**src/rtl/sr_debounce_ctrl.sv**
```systemverilog
// sr_debounce_ctrl: conditions raw, bouncing set/reset switch inputs into
// clean, mutually exclusive one-cycle S/R pulses. It also keeps a registered
// q/qbar pair that mirrors the downstream SR latch state.
module sr_debounce_ctrl #(
  parameter int DEBOUNCE_CYCLES = 4,
  parameter int RESET_PRIORITY  = 1,
  parameter int CNT_W           = 4
) (
  input  logic clk,
  input  logic rst,
  input  logic s_raw,
  input  logic r_raw,
  output logic s_pulse,
  output logic r_pulse,
  output logic q,
  output logic qbar,
  output logic conflict
);

  typedef enum logic [1:0] {
    IDLE     = 2'd0,
    CHECK_HI = 2'd1,
    HELD     = 2'd2,
    CHECK_LO = 2'd3
  } state_e;

  localparam logic [CNT_W-1:0] CNT_TGT = CNT_W'(DEBOUNCE_CYCLES);
  localparam logic [CNT_W-1:0] CNT_MAX = '1;

  // Channel 0 is set, channel 1 is reset.
  logic [1:0] raw;
  logic [1:0] sync1_q, sync1_d;
  logic [1:0] sync2_q, sync2_d;
  logic [1:0] qual;

  assign raw = {r_raw, s_raw};

  // Two-flop synchroniser per channel; only sync2 is seen by the FSMs.
  always_comb begin
    sync1_d = raw;
    sync2_d = sync1_q;
  end

  // Synchroniser registers.
  // NOTE: sequential state uses non-blocking assignments so every flop samples
  // pre-edge values, no matter how the blocks are ordered.
  always_ff @(posedge clk or posedge rst) begin
    if (rst) begin
      sync1_q <= '0;
      sync2_q <= '0;
    end else begin
      sync1_q <= sync1_d;
      sync2_q <= sync2_d;
    end
  end

  for (genvar ch = 0; ch < 2; ch++) begin : g_ch
    state_e           state_q, state_d;
    logic [CNT_W-1:0] cnt_q, cnt_d;
    logic             x_sync;
    logic             qual_ch;

    assign x_sync = sync2_q[ch];

    // Debounce state and counter registers.
    always_ff @(posedge clk or posedge rst) begin
      if (rst) begin
        state_q <= IDLE;
        cnt_q   <= '0;
      end else begin
        state_q <= state_d;
        cnt_q   <= cnt_d;
      end
    end

    // Next-state logic: a level must persist DEBOUNCE_CYCLES counted cycles
    // before the channel is considered pressed or released.
    always_comb begin
      // NOTE: defaults first so that every path assigns every output, which
      // prevents latch inference.
      state_d = state_q;
      cnt_d   = cnt_q;
      unique case (state_q)
        IDLE: begin
          if (x_sync) begin
            state_d = CHECK_HI;
            cnt_d   = CNT_W'(1);
          end
        end
        CHECK_HI: begin
          if (!x_sync) begin
            state_d = IDLE;
            cnt_d   = '0;
          end else if (cnt_q == CNT_TGT) begin
            state_d = HELD;
          end else if (cnt_q != CNT_MAX) begin
            cnt_d = cnt_q + 1'b1;
          end
        end
        HELD: begin
          if (!x_sync) begin
            state_d = CHECK_LO;
            cnt_d   = CNT_W'(1);
          end
        end
        CHECK_LO: begin
          if (x_sync) begin
            state_d = HELD;
            cnt_d   = '0;
          end else if (cnt_q == CNT_TGT) begin
            state_d = IDLE;
          end else if (cnt_q != CNT_MAX) begin
            cnt_d = cnt_q + 1'b1;
          end
        end
        default: begin
          state_d = IDLE;
          cnt_d   = '0;
        end
      endcase
    end

    // Output logic: qualify on the single cycle that CHECK_HI commits to HELD.
    always_comb begin
      qual_ch = (state_q == CHECK_HI) && x_sync && (cnt_q == CNT_TGT);
    end

    assign qual[ch] = qual_ch;
  end

  logic s_pulse_q, s_pulse_d;
  logic r_pulse_q, r_pulse_d;
  logic conflict_q, conflict_d;
  logic q_q, q_d;

  // Arbitration: a same-cycle double qualify keeps only the priority pulse.
  // The loser's FSM still goes to HELD, so that press is consumed.
  always_comb begin
    s_pulse_d  = qual[0];
    r_pulse_d  = qual[1];
    conflict_d = 1'b0;
    if (qual[0] && qual[1]) begin
      conflict_d = 1'b1;
      if (RESET_PRIORITY != 0) s_pulse_d = 1'b0;
      else                     r_pulse_d = 1'b0;
    end
  end

  // Latch mirror: the registered pulses are never both high.
  always_comb begin
    q_d = q_q;
    if (s_pulse_q)      q_d = 1'b1;
    else if (r_pulse_q) q_d = 1'b0;
  end

  // Pulse, conflict and latch-state registers.
  always_ff @(posedge clk or posedge rst) begin
    if (rst) begin
      s_pulse_q  <= 1'b0;
      r_pulse_q  <= 1'b0;
      conflict_q <= 1'b0;
      q_q        <= 1'b0;
    end else begin
      s_pulse_q  <= s_pulse_d;
      r_pulse_q  <= r_pulse_d;
      conflict_q <= conflict_d;
      q_q        <= q_d;
    end
  end

  assign s_pulse  = s_pulse_q;
  assign r_pulse  = r_pulse_q;
  assign conflict = conflict_q;
  assign q        = q_q;
  assign qbar     = ~q_q;

endmodule

```
**config.mk**
```make
export PLATFORM = sky130hd
export DESIGN_NAME = sr_debounce_ctrl
export DESIGN_NICKNAME = d
export VERILOG_FILES = /design/src/rtl/sr_debounce_ctrl.sv
export SDC_FILE = /design/constraint.sdc
export NUM_CORES = 1
export LEC_CHECK = 0
export ABC_AREA = 0
export BUFFER_PORTS_ARGS = -buffer_cell sky130_fd_sc_hd__buf_4
export CAP_MARGIN = 20
export CELL_PAD_IN_SITES_DETAIL_PLACEMENT = 0
export CELL_PAD_IN_SITES_GLOBAL_PLACEMENT = 1
export CORE_ASPECT_RATIO = 0.7
export CORE_MARGIN = 4
export CORE_UTILIZATION = 46
export DETAILED_ROUTE_END_ITERATION = 10
export GPL_ROUTABILITY_DRIVEN = 0
export PLACE_DENSITY = 0.72
export SLEW_MARGIN = 40
export SYNTH_ARGS = -nofsm -noshare
export SYNTH_HDL_FRONTEND = slang
export SYNTH_SLANG_ARGS = --single-unit
```
**constraint.sdc**
```tcl
create_clock -name clk -period 1.9 [get_ports clk]
set_input_delay 0.095 -clock clk [delete_from_list [all_inputs] [get_ports clk]]
set_output_delay 0.095 -clock clk [all_outputs]
set_load 0.01 [all_outputs]
```
==> flow_metrics.env <==
export IMPL_status="complete, no violations"
export IMPL_internal_power_mw=0.9149
export IMPL_start_util_pct=48.91
export IMPL_synth_ff_latch_count=20
export IMPL_p_clk_share_pct=15.3
export IMPL_synth_async_reset_ratio_pct=100.0
export IMPL_grt_use_total_pct=15.43
export IMPL_drt_iter0_markers=21
export IMPL_p_per_area_nw_per_um2=1279
export IMPL_synth_yosys_seq_area_share_pct=46.73
export IMPL_cp_arrival_ps=1820
export IMPL_num_antenna_cells=0
export IMPL_die_w_um=65.67
export IMPL_first_pass_iters=4
export IMPL_startpoint_type="flop"
export IMPL_yosysWarnings=0
export IMPL_peakVddDrop_v=0.0005562
export IMPL_syn_nets=100
export IMPL_syn2layout_area_growth_pct=15.30
export IMPL_instances_no_fill=137
export IMPL_nNetsFinal=114
export IMPL_clk_path_buf_depth=2
export IMPL_via_per_inst=5.504
export IMPL_syn_avg_cell_area_sq_um=11.64
export IMPL_required_ps=2090
export IMPL_power_leakage_nw=0.5502
export IMPL_tightest_slew_ps=485.5
export IMPL_die_h_um=48.37
export IMPL_cp_cell_sequence="inv_1, ha_1, nor2b_1, and3_1, mux2_1"
export IMPL_crit_start="g_ch[0].cnt_q[0]$_DFFE_PP0P_"
export IMPL_crit_fanout=5
export IMPL_drive_gt1_share_pct=21.90
export IMPL_endpoint_kind="flop"
export IMPL_wirelength_mm=2.079
export IMPL_grt_pass1_wl_mm=3.774
export IMPL_cts_setup_buffers=0
export IMPL_max_stage_delay_ps=440
export IMPL_fin_skew_ps=5.929
export IMPL_setup_tns_final_ps=0
export IMPL_fill_cells=200
export IMPL_switching_share_pct=42.06
export IMPL_place_inst=129
export IMPL_antenna_found_initial=0
export IMPL_fin_area_sq_um=1235
export IMPL_post_drt_wl_per_cell_um=15.18
export IMPL_synth_distinct_cells=39
export IMPL_final_common_cell="dfrtp_1"
export IMPL_power_total_mw=1.579
export IMPL_regToRegSetupSlack_ps=270
export IMPL_final_hold_viol_count=0
export IMPL_syn_inst=92
export IMPL_period_share_pct=85.80
export IMPL_post_route_drc_count=0
export IMPL_grt_setup_unrepaired="false"
export IMPL_grt_pass1_vias=761
export IMPL_syn_area_sq_um=1071
export IMPL_clk_latency_ps=300
export IMPL_fin_util_pct=56.40
export IMPL_synth_edf_count=0
export IMPL_synth_ff_type="dfrtp_1"
export IMPL_cts_htree_levels=1
export IMPL_place_area_sq_um=1154
export IMPL_slew_headroom_pct=67.40
export IMPL_switching_power_mw=0.6640
export IMPL_grt_max_degree=21
export IMPL_drv_slew=0
export IMPL_critical_path_class="flop to flop"
export IMPL_final_cell_mix="20 x dfrtp_1, 8 x buf_4, 7 x inv_1"
export IMPL_critical_path_slowest_cell="dfrtp_1"
export IMPL_reg2reg_depth=5
export IMPL_ios=9
export IMPL_place_detailed_hpwl_mm=1.520
export IMPL_cts_buffers=3
export IMPL_cts_sink_count=20
export IMPL_finalCriticalPeriod_ps=1630
export IMPL_fmax_ghz=0.6134
export IMPL_core_area_sq_um=2190
export IMPL_ctsRootBufferMaster="clkbuf_4"
export IMPL_finalSetupViolCount=0
export IMPL_p_comb_share_pct=39.3
export IMPL_drt_antenna_violating_nets=0
export IMPL_r2r_start="g_ch[0].cnt_q[0]$_DFFE_PP0P_"
export IMPL_grt_overflow_total=0
export IMPL_drv_cap=0
export IMPL_rows=14
export IMPL_min_path_type="input pin to asynchronous set/reset pin"
export IMPL_pwr_share_seq_pct=45.4
export IMPL_tritoncts="yes"
export IMPL_vias=754
export IMPL_dieArea_sq_um=3176
export IMPL_io_buffers=8
export IMPL_path_clk_slew_ps=110
==> per-layer routing <==
| layer | GRT usage, % | up-vias | wire, um |
|---|---|---|---|
| met3 | 5.093 | 2 | 110 |
| met5 | 0 | - | 0 |
| li1 | - | 367 | - |
| met4 | 3.103 | 0 | 9 |
| met2 | 19.97 | 18 | 805 |
| met1 | 24.56 | 367 | 1153 |
==> cell families after synthesis <==
logic type                 share of synthesized area (%)
AOI/OAI and AO/OA                                  10.16
xor gates and xnor gates                           4.674
adders and majority gates                          4.673
buffers and inverters                              4.440
DFF                                                46.73
muxes                                              6.425
and+or+nand+nor                                    22.90
==> critical path, delay by kind of cell (launching register included) <==
kind | cells | cell delay, ps
flops | 1 | 440
simple gates | 2 | 430
buf+inv | 1 | 120
mux | 1 | 340
fa+ha+maj | 1 | 210
==> synthesized netlist by cell type (2+ instances only) <==
| cell | n | share of area (%) |
|---|---|---|
| nor2_1 | 2 | 0.70 |
| mux2i_1 | 2 | 1.9 |
| nand3_1 | 5 | 2.3 |
| a21oi_1 | 2 | 0.93 |
| inv_1 | 8 | 2.8 |
| nand4b_1 | 4 | 3.3 |
| o211ai_1 | 3 | 2.1 |
| buf_2 | 2 | 0.93 |
| and4b_1 | 2 | 1.9 |
| a211oi_1 | 3 | 2.1 |
| nand4_1 | 4 | 2.3 |
| dfrtp_1 | 20 | 47 |
| ha_1 | 4 | 4.7 |
| mux2_1 | 2 | 2.1 |
| a211o_1 | 2 | 1.6 |
| nand2_1 | 4 | 1.4 |
==> area by class of cell <==
type	instances	area [sq um]	area share, %
tap	32	40.04	3.242
sequential	20	500.5	40.53
timing repair buffer	12	105.1	8.511
inverter	8	30.03	2.432
multi-input combinational	61	523.0	42.35
clock buffer	4	36.28	2.938
==> worst min-delay path by stage <==
stage | depth (start not counted) | startpoint | endpoint
final | 3 | rst | s_pulse$_DFF_PP0_
after global routing | 3 | rst | q$_DFFE_PP0P_
after CTS | 0 | sync1_q[0]$_DFF_PP0_ | sync2_q[0]$_DFF_PP0_
after detailed placement | 1 | s_raw | sync1_q[0]$_DFF_PP0_
after global placement | 1 | s_raw | sync1_q[0]$_DFF_PP0_
after floorplan | 1 | rst | asynchronous set/reset pin
==> power groups by stage <==
| stage | combinational [mW] | clock [mW] | sequential [mW] |
|---|---|---|---|
| 3_5_place_dp | 0.604 | 0 | 0.720 |
| 4_1_cts | 0.613 | 0.253 | 0.712 |
| 6_report | 0.621 | 0.241 | 0.717 |
| 5_1_grt | 0.700 | 0.273 | 0.743 |
| 3_3_place_gp | 0.598 | 0 | 0.714 |
| 2_1_floorplan | 0.533 | 0 | 0.631 |
==> per-stage QoR <==
step           setup WS, ps  hold WS, ps
2_1_floorplan         472.0        58.83
3_3_place_gp          321.5        205.3
3_5_place_dp          325.7        205.6
4_1_cts               292.9        360.6
5_1_grt               189.5        220.5
6_report              269.8        227.4
==> sequential cells by signal, summed over array words and instances, names as in the netlist, named ones only <==
signal and flops:
sync2_q 2, g_ch.cnt_q 8, s_pulse 1, g_ch.state_q 2, r_pulse 1, conflict 1, sync1_q 2, q 1
==> timing repair <==
item,in CTS,in global routing
hold buffers,3,0
resized for setup,0,0
endpoints found under the hold margin,22,0
(Power assumes the default switching activity.)
